## config.mk

```make
export PLATFORM = sky130hd
export DESIGN_NAME = uart_fifo_wb
export DESIGN_NICKNAME = d
export VERILOG_FILES = /design/src/rtl/uart_fifo_wb.sv
export SDC_FILE = /design/constraint.sdc
export NUM_CORES = 1
export LEC_CHECK = 0
export ABC_AREA = 1
export CORE_ASPECT_RATIO = 0.7
export CORE_UTILIZATION = 47
export CTS_CLUSTER_SIZE = 24
export DETAILED_ROUTE_END_ITERATION = 10
export DONT_BUFFER_PORTS = 1
export SLEW_MARGIN = 5
export SYNTH_ARGS = -nofsm -noshare
export SYNTH_HDL_FRONTEND = slang
export SYNTH_SLANG_ARGS = --single-unit
```

## constraint.sdc

```tcl
create_clock -name clk -period 3.4 [get_ports clk]
set_clock_uncertainty 0.2 [all_clocks]
set_input_delay 0.68 -clock clk [delete_from_list [all_inputs] [get_ports clk]]
set_output_delay 0.68 -clock clk [all_outputs]
set_load 0.02 [all_outputs]
```

## src/rtl/uart_fifo_wb.sv

```systemverilog
// Wishbone-slave UART with TX/RX FIFOs, programmable baud divisor,
// sticky error flags and a maskable level interrupt.
module uart_fifo_wb #(
    parameter int SYS_CLK_FREQ = 20000000,
    parameter int BAUD         = 57600,
    parameter int DATA_BITS    = 8,
    parameter int STOP_BITS    = 1,
    parameter int FIFO_DEPTH   = 16
) (
    input  logic        clk,
    input  logic        rst,
    input  logic        wb_cyc_i,
    input  logic        wb_stb_i,
    input  logic        wb_we_i,
    input  logic [31:0] wb_adr_i,
    input  logic [31:0] wb_dat_i,
    input  logic [3:0]  wb_sel_i,
    output logic [31:0] wb_dat_o,
    output logic        wb_ack_o,
    output logic        wb_stall_o,
    output logic        wb_err_o,
    input  logic        rx_i,
    output logic        tx_o,
    output logic        irq_o
);
    localparam int AW = $clog2(FIFO_DEPTH);
    localparam int FL = 1 + DATA_BITS + STOP_BITS;
    localparam logic [15:0] DIV_RST = 16'(SYS_CLK_FREQ / BAUD);
    localparam logic [AW:0] PTR_ONE = 1;
    localparam logic [1:0] RX_IDLE = 2'd0, RX_START = 2'd1, RX_DATA = 2'd2, RX_STOP = 2'd3;

    logic [DATA_BITS-1:0] tx_mem [FIFO_DEPTH];
    logic [DATA_BITS-1:0] rx_mem [FIFO_DEPTH];
    logic [AW:0] tx_wp, tx_rp, rx_wp, rx_rp, rx_count;
    logic tx_full, tx_empty, rx_full, rx_empty;
    logic [2:0]  ctrl;
    logic [15:0] div;
    logic rx_ovr, ferr, tx_ovf;
    logic [1:0]  reg_sel;
    logic req, acc, wr_en, rd_pop_q, tx_push, tx_ovf_set, rx_pop;
    logic [2:0]  flag_clr;
    logic [31:0] status, rdata;
    logic [FL-1:0] tx_sh;
    logic tx_busy, tx_bit_end, tx_last, tx_pop;
    logic [15:0] tx_cnt, tx_div;
    logic [3:0]  tx_bit;
    logic rx_m, rx_s;
    logic [1:0]  rx_st;
    logic [15:0] rx_cnt, rx_div;
    logic [3:0]  rx_bit;
    logic [DATA_BITS-1:0] rx_sh;
    logic rx_stop_smp, rx_push, rx_ovr_set, ferr_set;
    logic unused;

    assign wb_stall_o = 1'b0;
    assign wb_err_o   = 1'b0;
    assign unused     = ^{wb_adr_i[31:4], wb_adr_i[1:0], wb_dat_i[31:16], wb_sel_i[3:1]};

    assign tx_empty = tx_wp == tx_rp;
    assign tx_full  = (tx_wp[AW] != tx_rp[AW]) && (tx_wp[AW-1:0] == tx_rp[AW-1:0]);
    assign rx_empty = rx_wp == rx_rp;
    assign rx_full  = (rx_wp[AW] != rx_rp[AW]) && (rx_wp[AW-1:0] == rx_rp[AW-1:0]);
    assign rx_count = rx_wp - rx_rp;

    // Bus decode: request cycle registers ack/data, ack cycle performs the side effects
    assign reg_sel    = wb_adr_i[3:2];
    assign req        = wb_cyc_i & wb_stb_i & ~wb_ack_o;
    assign acc        = wb_cyc_i & wb_stb_i & wb_ack_o;
    assign wr_en      = acc & wb_we_i & wb_sel_i[0];
    assign tx_push    = wr_en && reg_sel == 2'd0 && !tx_full;
    assign tx_ovf_set = wr_en && reg_sel == 2'd0 && tx_full;
    assign rx_pop     = acc & rd_pop_q;
    assign flag_clr   = (wr_en && reg_sel == 2'd1) ? wb_dat_i[6:4] : 3'd0;

    // Read mux; DATA reads of an empty RX FIFO return 0
    always_comb begin
        status       = '0;
        status[0]    = ~rx_empty;
        status[1]    = tx_full;
        status[2]    = tx_empty;
        status[3]    = tx_busy;
        status[4]    = rx_ovr;
        status[5]    = ferr;
        status[6]    = tx_ovf;
        status[15:8] = 8'(rx_count);
        case (reg_sel)
            2'd0:    rdata = rx_empty ? 32'd0 : 32'(rx_mem[rx_rp[AW-1:0]]);
            2'd1:    rdata = status;
            2'd2:    rdata = {29'd0, ctrl};
            default: rdata = {16'd0, div};
        endcase
    end

    // Registered single-cycle ack; pop decision is frozen at the request so data and pop agree
    always_ff @(posedge clk or negedge rst) begin
        if (!rst) begin
            wb_ack_o <= 1'b0;
            wb_dat_o <= '0;
            rd_pop_q <= 1'b0;
        end else begin
            wb_ack_o <= req;
            wb_dat_o <= (req & ~wb_we_i) ? rdata : 32'd0;
            rd_pop_q <= req & ~wb_we_i & (reg_sel == 2'd0) & ~rx_empty;
        end
    end

    // CTRL/DIV registers; divisor clamped to a minimum of 4
    always_ff @(posedge clk or negedge rst) begin
        if (!rst) begin
            ctrl <= '0;
            div  <= DIV_RST;
        end else if (wr_en) begin
            if (reg_sel == 2'd2) ctrl <= wb_dat_i[2:0];
            if (reg_sel == 2'd3) div  <= (wb_dat_i[15:0] < 16'd4) ? 16'd4 : wb_dat_i[15:0];
        end
    end

    // Sticky flags: write-1-to-clear, a same-cycle set wins
    always_ff @(posedge clk or negedge rst) begin
        if (!rst) begin
            rx_ovr <= 1'b0;
            ferr   <= 1'b0;
            tx_ovf <= 1'b0;
        end else begin
            rx_ovr <= (rx_ovr & ~flag_clr[0]) | rx_ovr_set;
            ferr   <= (ferr   & ~flag_clr[1]) | ferr_set;
            tx_ovf <= (tx_ovf & ~flag_clr[2]) | tx_ovf_set;
        end
    end

    // FIFO storage (no reset needed, pointers define validity)
    always_ff @(posedge clk) begin
        if (tx_push) tx_mem[tx_wp[AW-1:0]] <= wb_dat_i[DATA_BITS-1:0];
        if (rx_push) rx_mem[rx_wp[AW-1:0]] <= rx_sh;
    end

    // FIFO pointers; reset flushes both FIFOs
    always_ff @(posedge clk or negedge rst) begin
        if (!rst) begin
            tx_wp <= '0;
            tx_rp <= '0;
            rx_wp <= '0;
            rx_rp <= '0;
        end else begin
            if (tx_push) tx_wp <= tx_wp + PTR_ONE;
            if (tx_pop)  tx_rp <= tx_rp + PTR_ONE;
            if (rx_push) rx_wp <= rx_wp + PTR_ONE;
            if (rx_pop)  rx_rp <= rx_rp + PTR_ONE;
        end
    end

    // TX: whole frame loaded into a shift register; next pop overlaps the last stop bit cycle
    assign tx_bit_end = tx_cnt == tx_div - 16'd1;
    assign tx_last    = tx_busy & tx_bit_end & (tx_bit == 4'(FL - 1));
    assign tx_pop     = ~tx_empty & (~tx_busy | tx_last);
    assign tx_o       = tx_sh[0];

    // TX bit timing and serialisation
    always_ff @(posedge clk or negedge rst) begin
        if (!rst) begin
            tx_sh   <= '1;
            tx_busy <= 1'b0;
            tx_cnt  <= '0;
            tx_div  <= DIV_RST;
            tx_bit  <= '0;
        end else if (tx_pop) begin
            tx_sh   <= {{STOP_BITS{1'b1}}, tx_mem[tx_rp[AW-1:0]], 1'b0};
            tx_busy <= 1'b1;
            tx_cnt  <= '0;
            tx_div  <= div;
            tx_bit  <= '0;
        end else if (tx_busy) begin
            if (tx_bit_end) begin
                tx_cnt <= '0;
                tx_sh  <= {1'b1, tx_sh[FL-1:1]};
                if (tx_bit == 4'(FL - 1)) tx_busy <= 1'b0;
                else                      tx_bit  <= tx_bit + 4'd1;
            end else begin
                tx_cnt <= tx_cnt + 16'd1;
            end
        end
    end

    // RX line synchroniser, idles high
    always_ff @(posedge clk or negedge rst) begin
        if (!rst) begin
            rx_m <= 1'b1;
            rx_s <= 1'b1;
        end else begin
            rx_m <= rx_i;
            rx_s <= rx_m;
        end
    end

    assign rx_stop_smp = (rx_st == RX_STOP) && (rx_cnt == rx_div - 16'd1);
    assign rx_push     = rx_stop_smp & rx_s & ~rx_full;
    assign rx_ovr_set  = rx_stop_smp & rx_s & rx_full;
    assign ferr_set    = rx_stop_smp & ~rx_s;

    // RX FSM: mid-start check rejects glitches, then one sample per bit period
    always_ff @(posedge clk or negedge rst) begin
        if (!rst) begin
            rx_st  <= RX_IDLE;
            rx_cnt <= '0;
            rx_div <= DIV_RST;
            rx_bit <= '0;
            rx_sh  <= '0;
        end else begin
            case (rx_st)
                RX_IDLE: begin
                    rx_cnt <= '0;
                    rx_div <= div;
                    if (!rx_s) rx_st <= RX_START;
                end
                RX_START: begin
                    if (rx_cnt == (rx_div >> 1) - 16'd1) begin
                        rx_cnt <= '0;
                        rx_bit <= '0;
                        rx_st  <= rx_s ? RX_IDLE : RX_DATA;
                    end else begin
                        rx_cnt <= rx_cnt + 16'd1;
                    end
                end
                RX_DATA: begin
                    if (rx_cnt == rx_div - 16'd1) begin
                        rx_cnt <= '0;
                        rx_sh  <= {rx_s, rx_sh[DATA_BITS-1:1]};
                        if (rx_bit == 4'(DATA_BITS - 1)) rx_st  <= RX_STOP;
                        else                             rx_bit <= rx_bit + 4'd1;
                    end else begin
                        rx_cnt <= rx_cnt + 16'd1;
                    end
                end
                default: begin
                    if (rx_stop_smp) begin
                        rx_cnt <= '0;
                        rx_st  <= RX_IDLE;
                    end else begin
                        rx_cnt <= rx_cnt + 16'd1;
                    end
                end
            endcase
        end
    end

    // Registered level interrupt
    always_ff @(posedge clk or negedge rst) begin
        if (!rst) irq_o <= 1'b0;
        else      irq_o <= (ctrl[0] & ~rx_empty) | (ctrl[1] & tx_empty) |
                           (ctrl[2] & (rx_ovr | ferr | tx_ovf));
    end
endmodule

```

==> metrics.md, run 1 <==
| Metric | Value |
|---|---|
| Crit path buf inv count | 4 |
| Detail Route met3 WL | 3240 um |
| Routability congestion estimate from global placement | 0.904 |
| P_leak | 8.32 nW |
| Maximum net fanout on the critical path | 8 |
| Final nets | 2,126 |
| Fin. Hold Viols | about 160 |
| M1 WL | roughly 24,000 um |
| Most frequent cells in the layout | nand2_1 (374), nor2_1 (286), edfxtp_1 (256) |
| Net Sw Power | 2.24 mW |
| Status | finished, violations left |
| Synth-to-Final Area Change | 11.6% |
| P_int | 8.04 mW |
| Post-detail-place hpwl | approximately 33,000 um |
| Post-synthesis cell type count | 55 |
| DRT Wirelength | 48,700 um |
| Total CTS buffers | 42 |
| Synthesized area per cell | 9.76 um^2 |
| Die Span X | 245 um |
| Share of power burned in registers | 52.6% |
| First-pass DRT Iterations | 5 |
| Synth async-reset ratio | 37.7% |
| Synth top area cells | edfxtp_1 (40%), dfrtp_1 (16%), nand2_1 (7.2%) |
| Violated checks | negative hold slack |
| Cell at the slowest stage of the critical path | dfstp_2 |
| Rows | 61 |
| Worst setup EP type | flip-flop |
| Fill cell count | ~3,600 |
| Post-synth EDFFs | between 200 and 300 |
| Synth top area share | 39.5% |
| Vias per cell | 5.44 |
| Avg WL per Cell | 18.7 um |
| CTS tree | done |
| CTS Root Cell | clkbuf_16 |
| Cts hold-fix bufs | 9 |
| Max Cap Viol | 0 |
| Worst setup SP type | flip-flop |
| Core area | about 0.040 mm^2 |
| Clock sink count | 411 |
| Htree depth | 2 |
| Worst Tran Pin Value | 1.20 ns |
| YS warnings | 0 |
| Port-buffer cells | 0 |
| Slew headroom | 19.1% |
| First-pass GRT wire length | ~76,000 um |
| Layout cells sized above 1 | 10.3% |
| Period minus WS final | 3.14 ns |
| Crit path top cell by count | nand2_1 |
| Area leader, netlist | edfxtp_1 |
| Max incr delay on CP | roughly 0.53 ns |
| DRT antenna net count | 0 |
| Setup Crit Path Kind | reg -> reg |
| Top FF cell, synth | edfxtp_1 |
| HP Class | in -> async |
| Pwr/cell area | 474 mW/mm^2 |
| Clock latency on the worst-skew pair | 0.57 ns |
| Bufs on Longest Clock Path | 3 |
| Sw Share | between 20 and 25% |
| Routed via count | 14,142 |
| Most common library cell in the layout ignoring fill and taps | nand2_1 |
| CTS clock-pin slew for the worst setup and hold paths | 0.06 ns |
| Fmax | 0.319 GHz |
| Initial Util | 48.3% |
| Tcrit/Tclk final | between 90 and 100% |
| Die Area | about 0.042 mm^2 |
| Mapped cell area | between 0.015 and 0.02 mm^2 |
| DRC | 0 |
| Initial antenna violation count | 5 |
| Flops & latches, synth | between 400 and 500 |
| Critical Path AT | 3.22 ns |
| Seq/Total Area, Yosys | about three fifths |
| Final setup viols | 0 |
| Post-DP Area | 0.0202 mm^2 |
| Maximum vdd drop | 0.000432 V |
| Tot GR Track Use | 23.4% |
| Vias in the first global route | between 10,000 and 15,000 |
| Max layer used | met4 |
| Clock Power Share | 44.7% |
| Die height | 172 um |
| Synth Instances | roughly 2,000 |
| Final slew viol count | 0 |
| TNS Setup | 0 ns |
| Comb pwr share | 2.7% |
| Largest net degree at the start of global routing | 156 |
| Met2 Routed Length | 20,100 um |
| Required time of the critical path | 3.48 ns |
| Number of DRC markers in iteration 0 | roughly 1,600 |
| Finished Cell Area | 0.0217 mm^2 |
| Cell family with most CP delay | simple AND/OR/NAND/NOR gates |
| I/O pin total | 111 |
| Total power | 10.3 mW |
| Critical path, cell by cell | inv_2 > ha_1 > inv_1 > nand2_1 > nand2_1 > nand2_1 > nor2_2 > nand2_1 > nor2_2 > nand3_2 > nor3_2 > nand3_2 > nor2_2 > buf_6 > nand4_1 > nor2_1 > buf_6 |
| Hold WS | -0.370 ns |
| Remaining global-route overflow | 0 |
[cell type report]
type	instances	area [um^2]	area share, %
sequential	411	11600	53.5
tap	535	669	3.09
clock inverter	19	178	0.819
inverter	166	623	2.87
timing repair buffer	67	546	2.52
antenna	2	5.00	0.0231
multi-input combinational	1341	6870	31.7
clock buffer	58	1190	5.49
[timing repair]
item / 4_1_cts / 5_1_grt
setup endpoints to repair: 0 / 133
buffers inserted: 0 / 2
gates resized for setup: 0 / 11
endpoints found under the hold margin: 249 / 155
[metrics by stage]
stage	util, %	setup WS, ns	cells
after global routing	53.9	-0.00815	2597
after global placement	50.1	0.107	2509
after CTS	53.8	0.0825	2595
after floorplan	-	0.514	2009
final	53.9	0.261	2599
after detailed placement	50.1	0.106	2509
[state kept, by name, indices dropped and copies added, names as in the netlist, 2 cells and up]
signal    count
tx_div       16
tx_bit        4
tx_cnt       16
tx_rp         5
wb_dat_o     16
tx_sh         9
rx_cnt       16
rx_mem      128
tx_wp         5
ctrl          3
tx_mem      128
rx_wp         5
rx_rp         5
div          16
rx_bit        4
rx_sh         8
rx_st         2
rx_div       16
[logic make-up after synthesis]
logic type                 count (synthesis)  share of synthesized area [%]
AOI/OAI and AO/OA                        350                           10.0
xor gates and xnor gates                  86                           3.95
adders and majority gates                 23                           1.52
buffers and inverters                    257                           5.48
DFF                                      411                           59.7
other                                      1                         0.0193
and+or+nand+nor                          864                           19.3
[cell usage after synthesis, types with 4 or more instances]
cell and n:
nand2_2 8, nor2_4 9, a21oi_1 18, o211ai_1 7, nor3_1 13, buf_4 18, o221ai_1 9, a31oi_1 7
o22ai_1 71, nor2_1 289, nand2_1 375, dfrtp_1 126, buf_2 8, edfxtp_1 256, inv_2 5, nand3_1 98
xor2_1 63, nand4_1 26, a22oi_1 4, xnor2_1 22, nor2_2 15, nand3b_1 10, nor4_1 6, ha_1 22
inv_1 159, dfstp_2 29, clkbuf_1 60, o21ai_1 18, o21ai_0 207
[power groups by stage]
stage / clock network (mW) / logic (mW) / registers (mW)
2_1_floorplan: 0 / 0.197 / 5.48
3_3_place_gp: 0 / 0.244 / 5.50
3_5_place_dp: 0 / 0.247 / 5.50
4_1_cts: 4.69 / 0.276 / 5.40
5_1_grt: 4.89 / 0.311 / 5.41
6_report: 4.60 / 0.279 / 5.40
[worst paths after layout]
path	cells after the start	endpoint	start	slack [ns]
worst min-delay path	0	tx_cnt[12]	rst	-0.37
max in group asynchronous	0	rx_div[4]	rst	3.08
worst min register to register	0	rx_s	rx_m	0.17
min in group clk	0	tx_mem[0][5]	wb_dat_i[5]	0.02
worst max-delay path	17	rx_mem[15][4]	rx_div[1]	0.26
worst max register to register	17	rx_mem[15][4]	rx_div[1]	0.26
[metal layers]
layer  global-route usage [%]  vias up
met5                        0        -
met4                     6.36        0
met3                     4.08       74
met2                     33.0      390
met1                     36.7     6865
li1                         -     6813
Note: power is estimated with default switching activity, not from simulation.
==> inputs of run 2 (changes only) <==
CTS_BUF_LIST = sky130_fd_sc_hd__clkbuf_8 sky130_fd_sc_hd__clkbuf_16   (was default)
SKIP_LAST_GASP = 1   (was default)
==> metrics.md, run 2 (same netlist as run 1, synthesis figures left out) <==
| Metric | Value |
|---|---|
| Routability congestion estimate from global placement | 0.904 (unchanged) |
| Period minus WS final | 3.14 ns (about the same) |
| Status | finished, violations left (unchanged) |
| Crit path top cell by count | nand2_1 (unchanged) |
| Vias per cell | 5.43 (was 5.44) |
| Rows | 61 (unchanged) |
| Most common library cell in the layout ignoring fill and taps | nand2_1 (unchanged) |
| Maximum vdd drop | 0.000432 V (about the same) |
| Met1 Usage GRT | 36.7% (unchanged) |
| CTS clock-pin slew for the worst setup and hold paths | 0.06 ns (about the same) |
| Total CTS buffers | 42 (unchanged) |
| Tcrit/Tclk final | 92.3% (about the same) |
| Cell at the slowest stage of the critical path | dfstp_2 (unchanged) |
| Required time of the critical path | 3.48 ns (about the same) |
| Initial antenna violation count | 5 (unchanged) |
| Remaining global-route overflow | 0 (unchanged) |
| Fmax | 0.319 GHz (about the same) |
| Fin. Hold Viols | 155 (unchanged) |
| Worst setup SP type | flip-flop (unchanged) |
| Crit path buf inv count | 4 (unchanged) |
| Met3 Track Usage GR | 4.08% (unchanged) |
| Core area | 0.0402 mm^2 (unchanged) |
| R2R Setup Slk | 0.26 ns (about the same) |
| Initial Util | 48.3% (unchanged) |
| Hold WS | -0.369 ns (was -0.370 ns) |
| First-pass GRT wire length | 75,800 um (unchanged) |
| RR Startpoint | rx_div[1] (unchanged) |
| Reg2reg path depth | 17 (unchanged) |
| DRC | 0 (unchanged) |
| Final nets | 2,126 (unchanged) |
| GRT busiest layer | met1 (unchanged) |
| Clock sink count | 411 (unchanged) |
| Max incr delay on CP | 0.53 ns (about the same) |
| Violated checks | negative hold slack (unchanged) |
| Die Span X | 245 um (unchanged) |
| First-pass DRT Iterations | 5 (unchanged) |
| Worst setup EP type | flip-flop (unchanged) |
| Pwr/cell area | 473 mW/mm^2 (was 474 mW/mm^2) |
| Die Area | 0.0422 mm^2 (unchanged) |
| Post-detail-place hpwl | 32,600 um (unchanged) |
| P_leak | 8.36 nW (was 8.32 nW) |
| CTS Root Cell | clkbuf_16 (unchanged) |
| Final setup viols | 0 (unchanged) |
| Htree depth | 2 (unchanged) |
| Cell family with most CP delay | simple AND/OR/NAND/NOR gates (unchanged) |
| Die height | 172 um (unchanged) |
| Cts hold-fix bufs | 9 (unchanged) |
| Total power | 10.3 mW (about the same) |
| Routed via count | 14,118 (was 14,142) |
| Critical path, cell by cell | inv_2 > ha_1 > inv_1 > nand2_1 > nand2_1 > nand2_1 > nor2_2 > nand2_1 > nor2_2 > nand3_2 > nor3_2 > nand3_2 > nor2_2 > buf_6 > nand4_1 > nor2_1 > buf_6 (unchanged) |
| Synth-to-Final Area Change | 11.6% (unchanged) |
| Layout cells sized above 1 | 10.3% (unchanged) |
| Final slew viol count | 0 (unchanged) |
| CTS tree | done (unchanged) |
| M2 GR Usage | 33.0% (unchanged) |
| Maximum net fanout on the critical path | 8 (unchanged) |
| HP Class | in -> async (unchanged) |
| I/O pin total | 111 (unchanged) |
| Setup Crit Path Kind | reg -> reg (unchanged) |
| Most frequent cells in the layout | nand2_1 (374), nor2_1 (286), edfxtp_1 (256) (unchanged) |
| TNS Setup | 0 ns (unchanged) |
| Slew headroom | 17.3% (was 19.1%) |
| Largest net degree at the start of global routing | 156 (unchanged) |
| Clock latency on the worst-skew pair | 0.57 ns (about the same) |
| Critical Path AT | 3.21 ns (was 3.22 ns) |
| DRT Wirelength | 48,700 um (about the same) |
| Worst Tran Pin Value | 1.23 ns (was 1.20 ns) |
| Number of DRC markers in iteration 0 | 1,579 (was 1,589) |
| Vias in the first global route | 13,172 (unchanged) |
| Worst R2R End | rx_mem[15][4] (unchanged) |
| Avg WL per Cell | 18.7 um (about the same) |
| Port-buffer cells | 0 (unchanged) |
| Max Cap Viol | 0 (unchanged) |
| DRT antenna net count | 0 (unchanged) |
| Tot GR Track Use | 23.4% (unchanged) |
| Bufs on Longest Clock Path | 3 (unchanged) |
run 2: changes by cell type in the layout (fill, tap and decap cells not counted):
cell / previous run / this run
clkbuf_1: 8 / 0
inv_1: 157 / 165
run 2: layout make-up:
cell class	count	area (um^2)
fillers	3562	18500
flip-flops and latches	411	11600
multi-input cells	1341	6870
clock buffers	50	1160
well taps	535	669
inverters	166	623
repair buffers	67	546
clock inverters	27	208
diodes	2	5.00
run 2: worst max-delay path by stage:
stage,start,endpoint,slack (ns),cells past startpoint
final,rx_div[1],rx_mem[15][4],0.26,17
after global routing,rx_div[1],rx_mem[15][4],-0.008,17
after CTS,rx_div[1],rx_mem[5][3],0.08,17
after detailed placement,rx_div[1],rx_mem[15][0],0.11,16
after global placement,rx_div[1],rx_mem[7][4],0.11,16
after floorplan,rx_div[1],rx_mem[10][0],0.51,13
run 2: layer usage:
layer / wire length, um / share of wire [%]
met1: 24200 / 50
met4: 1100 / 2.2
met2: 20200 / 41
met5: 0 / 0
met3: 3270 / 6.7
run 2: what timing repair did:
action / in CTS / in global routing
endpoints found under the hold margin: 249 / 155
endpoints found under the setup margin: 0 / 133
gates resized for setup: 0 / 11
setup buffers: 0 / 2
run 2: per-stage QoR:
stage               cells  util [%]  worst slack, ns  area, um^2
finish               2599      53.9            0.260       21700
global route         2597      53.9         -0.00815       21700
CTS                  2595      53.8           0.0825       21600
detailed placement   2509      50.1            0.106       20200
global placement     2509      50.1            0.107       20200
floorplan            2009         -            0.514       19500
run 2: power by group:
| part | switching [mW] | internal [mW] | leakage [nW] |
|---|---|---|---|
| clock | 1.98 | 2.60 | 0.703 |
| combinational | 0.199 | 0.0789 | 3.79 |
| sequential | 0.0604 | 5.34 | 3.87 |
| total | 2.24 | 8.02 | 8.36 |
==> inputs of run 3 (changes only) <==
CAP_MARGIN = 20   (was default)
==> metrics.md, run 3 (same netlist as run 1, synthesis figures left out) <==
| Metric | Value |
|---|---|
| Die height | 172 um (unchanged) |
| Synth-to-Final Area Change | 12.1% (was 11.6%) |
| Total power | 10.4 mW (was 10.3 mW) |
| P_int | 8.22 mW (was 8.02 mW) |
| Port-buffer cells | 0 (unchanged) |
| DRC | 0 (unchanged) |
| Maximum vdd drop | 0.000436 V (was 0.000432 V) |
| Most frequent cells in the layout | nand2_1 (374), nor2_1 (286), edfxtp_1 (256) (unchanged) |
| Placed Cells | 2,510 (was 2,509) |
| R2R Setup Slk | 0.18 ns (was 0.26 ns) |
| Vias per cell | 5.45 (was 5.43) |
| Final nets | 2,128 (was 2,126) |
| Routability congestion estimate from global placement | 0.904 (unchanged) |
| Fmax | 0.310 GHz (was 0.319 GHz) |
| Fin cells | 2,599 (unchanged) |
| Remaining global-route overflow | 0 (unchanged) |
| Die Span X | 245 um (unchanged) |
| DRT Wirelength | 49,000 um (was 48,700 um) |
| Worst Tran Pin Value | 0.954 ns (was 1.23 ns) |
| Violated checks | negative hold slack (unchanged) |
| First-pass DRT Iterations | 5 (unchanged) |
| Postcts setup bufs | 0 (unchanged) |
| Initial Util | 48.3% (unchanged) |
| Reg2reg path depth | 17 (unchanged) |
| Required time of the critical path | 3.48 ns (about the same) |
| I/O pin total | 111 (unchanged) |
| Tot GR Track Use | 23.5% (was 23.4%) |
| Critical path, cell by cell | inv_2 > ha_2 > buf_4 > nand2_1 > nor2_2 > nand2_1 > nor2_4 > nand2_1 > nand2_1 > inv_1 > nor2_1 > nand3_2 > nor2_2 > buf_4 > nand4_1 > nor2_1 > buf_6 (was inv_2 > ha_1 > inv_1 > nand2_1 > nand2_1 > nand2_1 > nor2_2 > nand2_1 > nor2_2 > nand3_2 > nor3_2 > nand3_2 > nor2_2 > buf_6 > nand4_1 > nor2_1 > buf_6) |
| Cell at the slowest stage of the critical path | dfstp_2 (unchanged) |
| Setup Crit Path Kind | reg -> reg (unchanged) |
| Sw Share | 21.2% (was 21.8%) |
| Cell family with most CP delay | simple AND/OR/NAND/NOR gates (unchanged) |
| Crit path buf inv count | 5 (was 4) |
| Core area | 0.0402 mm^2 (unchanged) |
| DRT antenna net count | 0 (unchanged) |
| P_leak | 8.39 nW (was 8.36 nW) |
| Layout cells sized above 1 | 10.3% (about the same) |
| HP Class | in -> async (unchanged) |
| Number of DRC markers in iteration 0 | 1,412 (was 1,579) |
| Final slew viol count | 0 (unchanged) |
| Comb pwr share | 2.7% (about the same) |
| Worst setup SP type | flip-flop (unchanged) |
| Routed via count | 14,175 (was 14,118) |
| Vias in the first global route | 13,295 (was 13,172) |
| Worst R2R End | rx_mem[15][3] (was rx_mem[15][4]) |
| Bufs on Longest Clock Path | 3 (unchanged) |
| Max incr delay on CP | 0.38 ns (was 0.53 ns) |
| Crit path top cell by count | nand2_1 (unchanged) |
| Pwr/cell area | 479 mW/mm^2 (was 473 mW/mm^2) |
| Worst setup EP type | flip-flop (unchanged) |
| Initial antenna violation count | 3 (was 5) |
| CTS Root Cell | clkbuf_16 (unchanged) |
| Clock latency on the worst-skew pair | 0.57 ns (about the same) |
| Rows | 61 (unchanged) |
| Clock Power Share | 45.6% (was 44.6%) |
| TNS Setup | 0 ns (unchanged) |
| Period minus WS final | 3.22 ns (was 3.14 ns) |
| Slew headroom | 36.2% (was 17.3%) |
| Post-detail-place hpwl | 32,600 um (about the same) |
| Max Cap Viol | 0 (unchanged) |
| Total CTS buffers | 41 (was 42) |
| Tcrit/Tclk final | 94.8% (was 92.3%) |
| CTS clock-pin slew for the worst setup and hold paths | 0.06 ns (about the same) |
| Share of power burned in registers | 51.8% (was 52.7%) |
| CTS tree | done (unchanged) |
| RR Startpoint | rx_div[1] (unchanged) |
| Fin. Hold Viols | 155 (unchanged) |
| Maximum net fanout on the critical path | 8 (unchanged) |
| Critical Path AT | 3.30 ns (was 3.21 ns) |
| Most common library cell in the layout ignoring fill and taps | nand2_1 (unchanged) |
| Die Area | 0.0422 mm^2 (unchanged) |
| Largest net degree at the start of global routing | 156 (unchanged) |
| Status | finished, violations left (unchanged) |
| Htree depth | 2 (unchanged) |
| First-pass GRT wire length | 75,900 um (was 75,800 um) |
| Net Sw Power | 2.21 mW (was 2.24 mW) |
| Clock sink count | 411 (unchanged) |
| Final setup viols | 0 (unchanged) |
| Hold WS | -0.377 ns (was -0.369 ns) |
| Avg WL per Cell | 18.9 um (was 18.7 um) |
-- run 3: cell count changes in the layout (fill, tap and decap cells not counted), sizes merged --
cell / previous run / this run
dlygate4sd3: 9 / 13
clkinvlp: 3 / 2
buf: 58 / 57
clkinv: 15 / 13
diode: 2 / 1
clkbuf: 50 / 49
bufinv: 2 / 5
inv: 173 / 172
-- run 3: per-stage QoR --
| stage | util [%] | setup WS [ns] | cell area [um^2] |
|---|---|---|---|
| global route | 54.1 | -0.00345 | 21800 |
| global placement | 50.1 | 0.107 | 20200 |
| CTS | 54.0 | 0.0563 | 21700 |
| floorplan | - | 0.514 | 19500 |
| detailed placement | 50.2 | 0.0774 | 20200 |
| finish | 54.1 | 0.178 | 21800 |
-- run 3: worst max path at each step --
stage | start | to | depth (start not counted)
after global placement | rx_div[1] | rx_mem[7][4] | 16
after detailed placement | rx_div[1] | rx_mem[15][0] | 16
after global routing | rx_div[1] | rx_mem[15][3] | 17
after floorplan | rx_div[1] | rx_mem[10][0] | 13
after CTS | rx_div[1] | rx_mem[15][3] | 16
final | rx_div[1] | rx_mem[15][3] | 17
-- run 3: power groups by stage --
stage / logic, mW / registers, mW / clock network (mW)
4_1_cts: 0.273 / 5.40 / 4.86
3_3_place_gp: 0.244 / 5.50 / 0
2_1_floorplan: 0.197 / 5.48 / 0
6_report: 0.278 / 5.40 / 4.75
3_5_place_dp: 0.246 / 5.50 / 0
5_1_grt: 0.306 / 5.41 / 5.04
-- run 3: per-layer routing --
layer | global-route usage, % | vias up | share of wire, %
li1 | - | 6808 | -
met1 | 35.8 | 6886 | 49
met2 | 33.4 | 414 | 41
met3 | 4.70 | 67 | 7.6
met4 | 7.20 | 0 | 2.3
met5 | 0 | - | 0
-- run 3: final cells by class --
class | count | area [um^2]
repair buffers | 70 | 574
diodes | 1 | 2.50
inverters | 166 | 623
well taps | 535 | 669
clock buffers | 49 | 1150
clock inverters | 26 | 279
multi-input cells | 1341 | 6880
flip-flops and latches | 411 | 11600
fillers | 3503 | 18400
-- run 3: what timing repair did --
action                     in CTS  in global routing
hold endpoints to repair      191                156
hold buffers                   12                  1
gates resized for setup         0                 11
setup endpoints to repair       0                131
==> edit (config.mk and constraints of run 3) <==
The output `irq_o` loses its register stage (`irq_o` becomes a continuous assignment).
--- a/src/rtl/uart_fifo_wb.sv
+++ b/src/rtl/uart_fifo_wb.sv
@@ -244,10 +244,6 @@
     end
 
     // Registered level interrupt
-    always_ff @(posedge clk or negedge rst) begin
-        if (!rst) irq_o <= 1'b0;
-        else      irq_o <= (ctrl[0] & ~rx_empty) | (ctrl[1] & tx_empty) |
-                           (ctrl[2] & (rx_ovr | ferr | tx_ovf));
-    end
+    assign irq_o = (ctrl[0] & ~rx_empty) | (ctrl[1] & tx_empty) | (ctrl[2] & (rx_ovr | ferr | tx_ovf));
 endmodule
 
Check against the original RTL: not equivalent (a bounded check fails within 4 cycles, from zero or initial values and one cycle with rst low).
==> edit against run 3 <==
The flow still finishes with violations (negative hold slack). Core utilization decreased by 0.93 points. Cell count increased by 0.19%. Fmax increased by 0.19%. Global-route usage increased by 1.1 points. Setup slack improved by 6.1 ps. Total power decreased by 1.8%. Routed wire length increased by 5.1%. Design area about the same. Area after synthesis increased by 0.43%. Sequential cell count decreased by 1. Critical endpoint is now rx_mem[3][1]. Highest routed layer is now met5.
==> edit: results (changes against run 3) <==
| Metric | Value |
|---|---|
| GRT Util Overall | 24.6% (was 23.5%) |
| Met1 Wirelength | 24500 um (was 23900 um) |
| CP peak stage delay | 590 ps (was 380 ps) |
| DP Worst Slack | 189 ps (was 77.4 ps) |
| Beginning of the critical path | rx_div[0] (was rx_div[1]) |
| Number of global-route vias before repair | 13400 (was 13300) |
| Post-synthesis cell type count | 58 (was 55) |
| Initial antenna violation count | 4 (was 3) |
| Fraction of layout cells with a size suffix above 1 | 10.3% (about the same) |
| R2R depth | 14 (was 17) |
| DRT iter0 DRCs | 1674 (was 1412) |
| Post-route setup slack | 184 ps (was 178 ps) |
| Outcome | finished, violations left (unchanged) |
| Syn Area/Cell | 9.85 um^2 (was 9.76 um^2) |
| Slew margin rel. | 40.3% (was 36.2%) |
| Hold buffers post-CTS | 10 (was 12) |
| Dominant cells by area after synthesis | edfxtp_1 (39%), dfrtp_1 (16%), nand2_1 (6.7%), nor2_1 (5.6%), o21ai_0 (5.4%) (was edfxtp_1 (40%), dfrtp_1 (16%), nand2_1 (7.2%), nor2_1 (5.6%), o21ai_0 (5.3%)) |
| Via-to-Cell Ratio | 5.51 (was 5.45) |
| Commonest cells in the netlist | nand2_1 (346), nor2_1 (293), edfxtp_1 (256), o21ai_0 (211), inv_1 (150) (was nand2_1 (375), nor2_1 (289), edfxtp_1 (256), o21ai_0 (207), inv_1 (159)) |
| Max Used Layer | met5 (was met4) |
| DRT Wirelength | 51500 um (was 49000 um) |
| First-pass GRT wire length | 79500 um (was 75900 um) |
| Peak supply drop | 0.000417 V (was 0.000436 V) |
| Crit path arrival time | 3310 ps (was 3300 ps) |
| DR vias | 14300 (was 14200) |
| Pleak | 8.29 nW (was 8.39 nW) |
| WHS | -409 ps (was -377 ps) |
| Routability cong. | 0.887 (was 0.904) |
| Maximum number of pins on one net before global-route repair | 155 (was 156) |
| Met3 wire length | 4790 um (was 3750 um) |
| Total CTS buffers | 42 (was 41) |
| Met2 WL | 20900 um (was 20200 um) |
| Final Hold Viols | 154 (was 155) |
| Violated checks | negative hold slack (unchanged) |
| Met3 Use GR | 5.76% (was 4.70%) |
| Placed cell areas | 20300 um^2 (was 20200 um^2) |
| HPWL after DPL | 34300 um (was 32600 um) |
## edit: cells by family after synthesis
group / count (synthesis) / synth area share (%)
AO/OA/AOI/OAI: 358 / 10.3
XOR/XNOR: 99 / 4.48
adder cells (fa/ha/maj): 23 / 1.51
buffers and inverters: 247 / 5.27
flip-flops: 410 / 59.3
other: 1 / 0.0192
AND/OR/NAND/NOR: 844 / 19.1
## edit: final cells by class
type	instances	area [um^2]
Multi-Input combinational cell	1342	6990
Clock buffer	46	1120
Sequential cell	410	11600
Inverter	155	582
Antenna cell	2	5.00
Fill cell	3586	19200
Timing Repair Buffer	73	587
Clock inverter	32	258
Tap cell	544	681
## edit: power breakdown
group          internal, mW  switching (mW)
registers              5.33          0.0562
clock network          2.55            2.02
logic                0.0825           0.219
total                  7.96            2.29
## edit: worst reg2reg max path: cells and delay by family (launching register included)
family	cells	cell delay, ps
flops	1	590
simple gates	10	1450
fa+ha+maj	1	230
buf+inv	2	270
xor+xnor	1	180
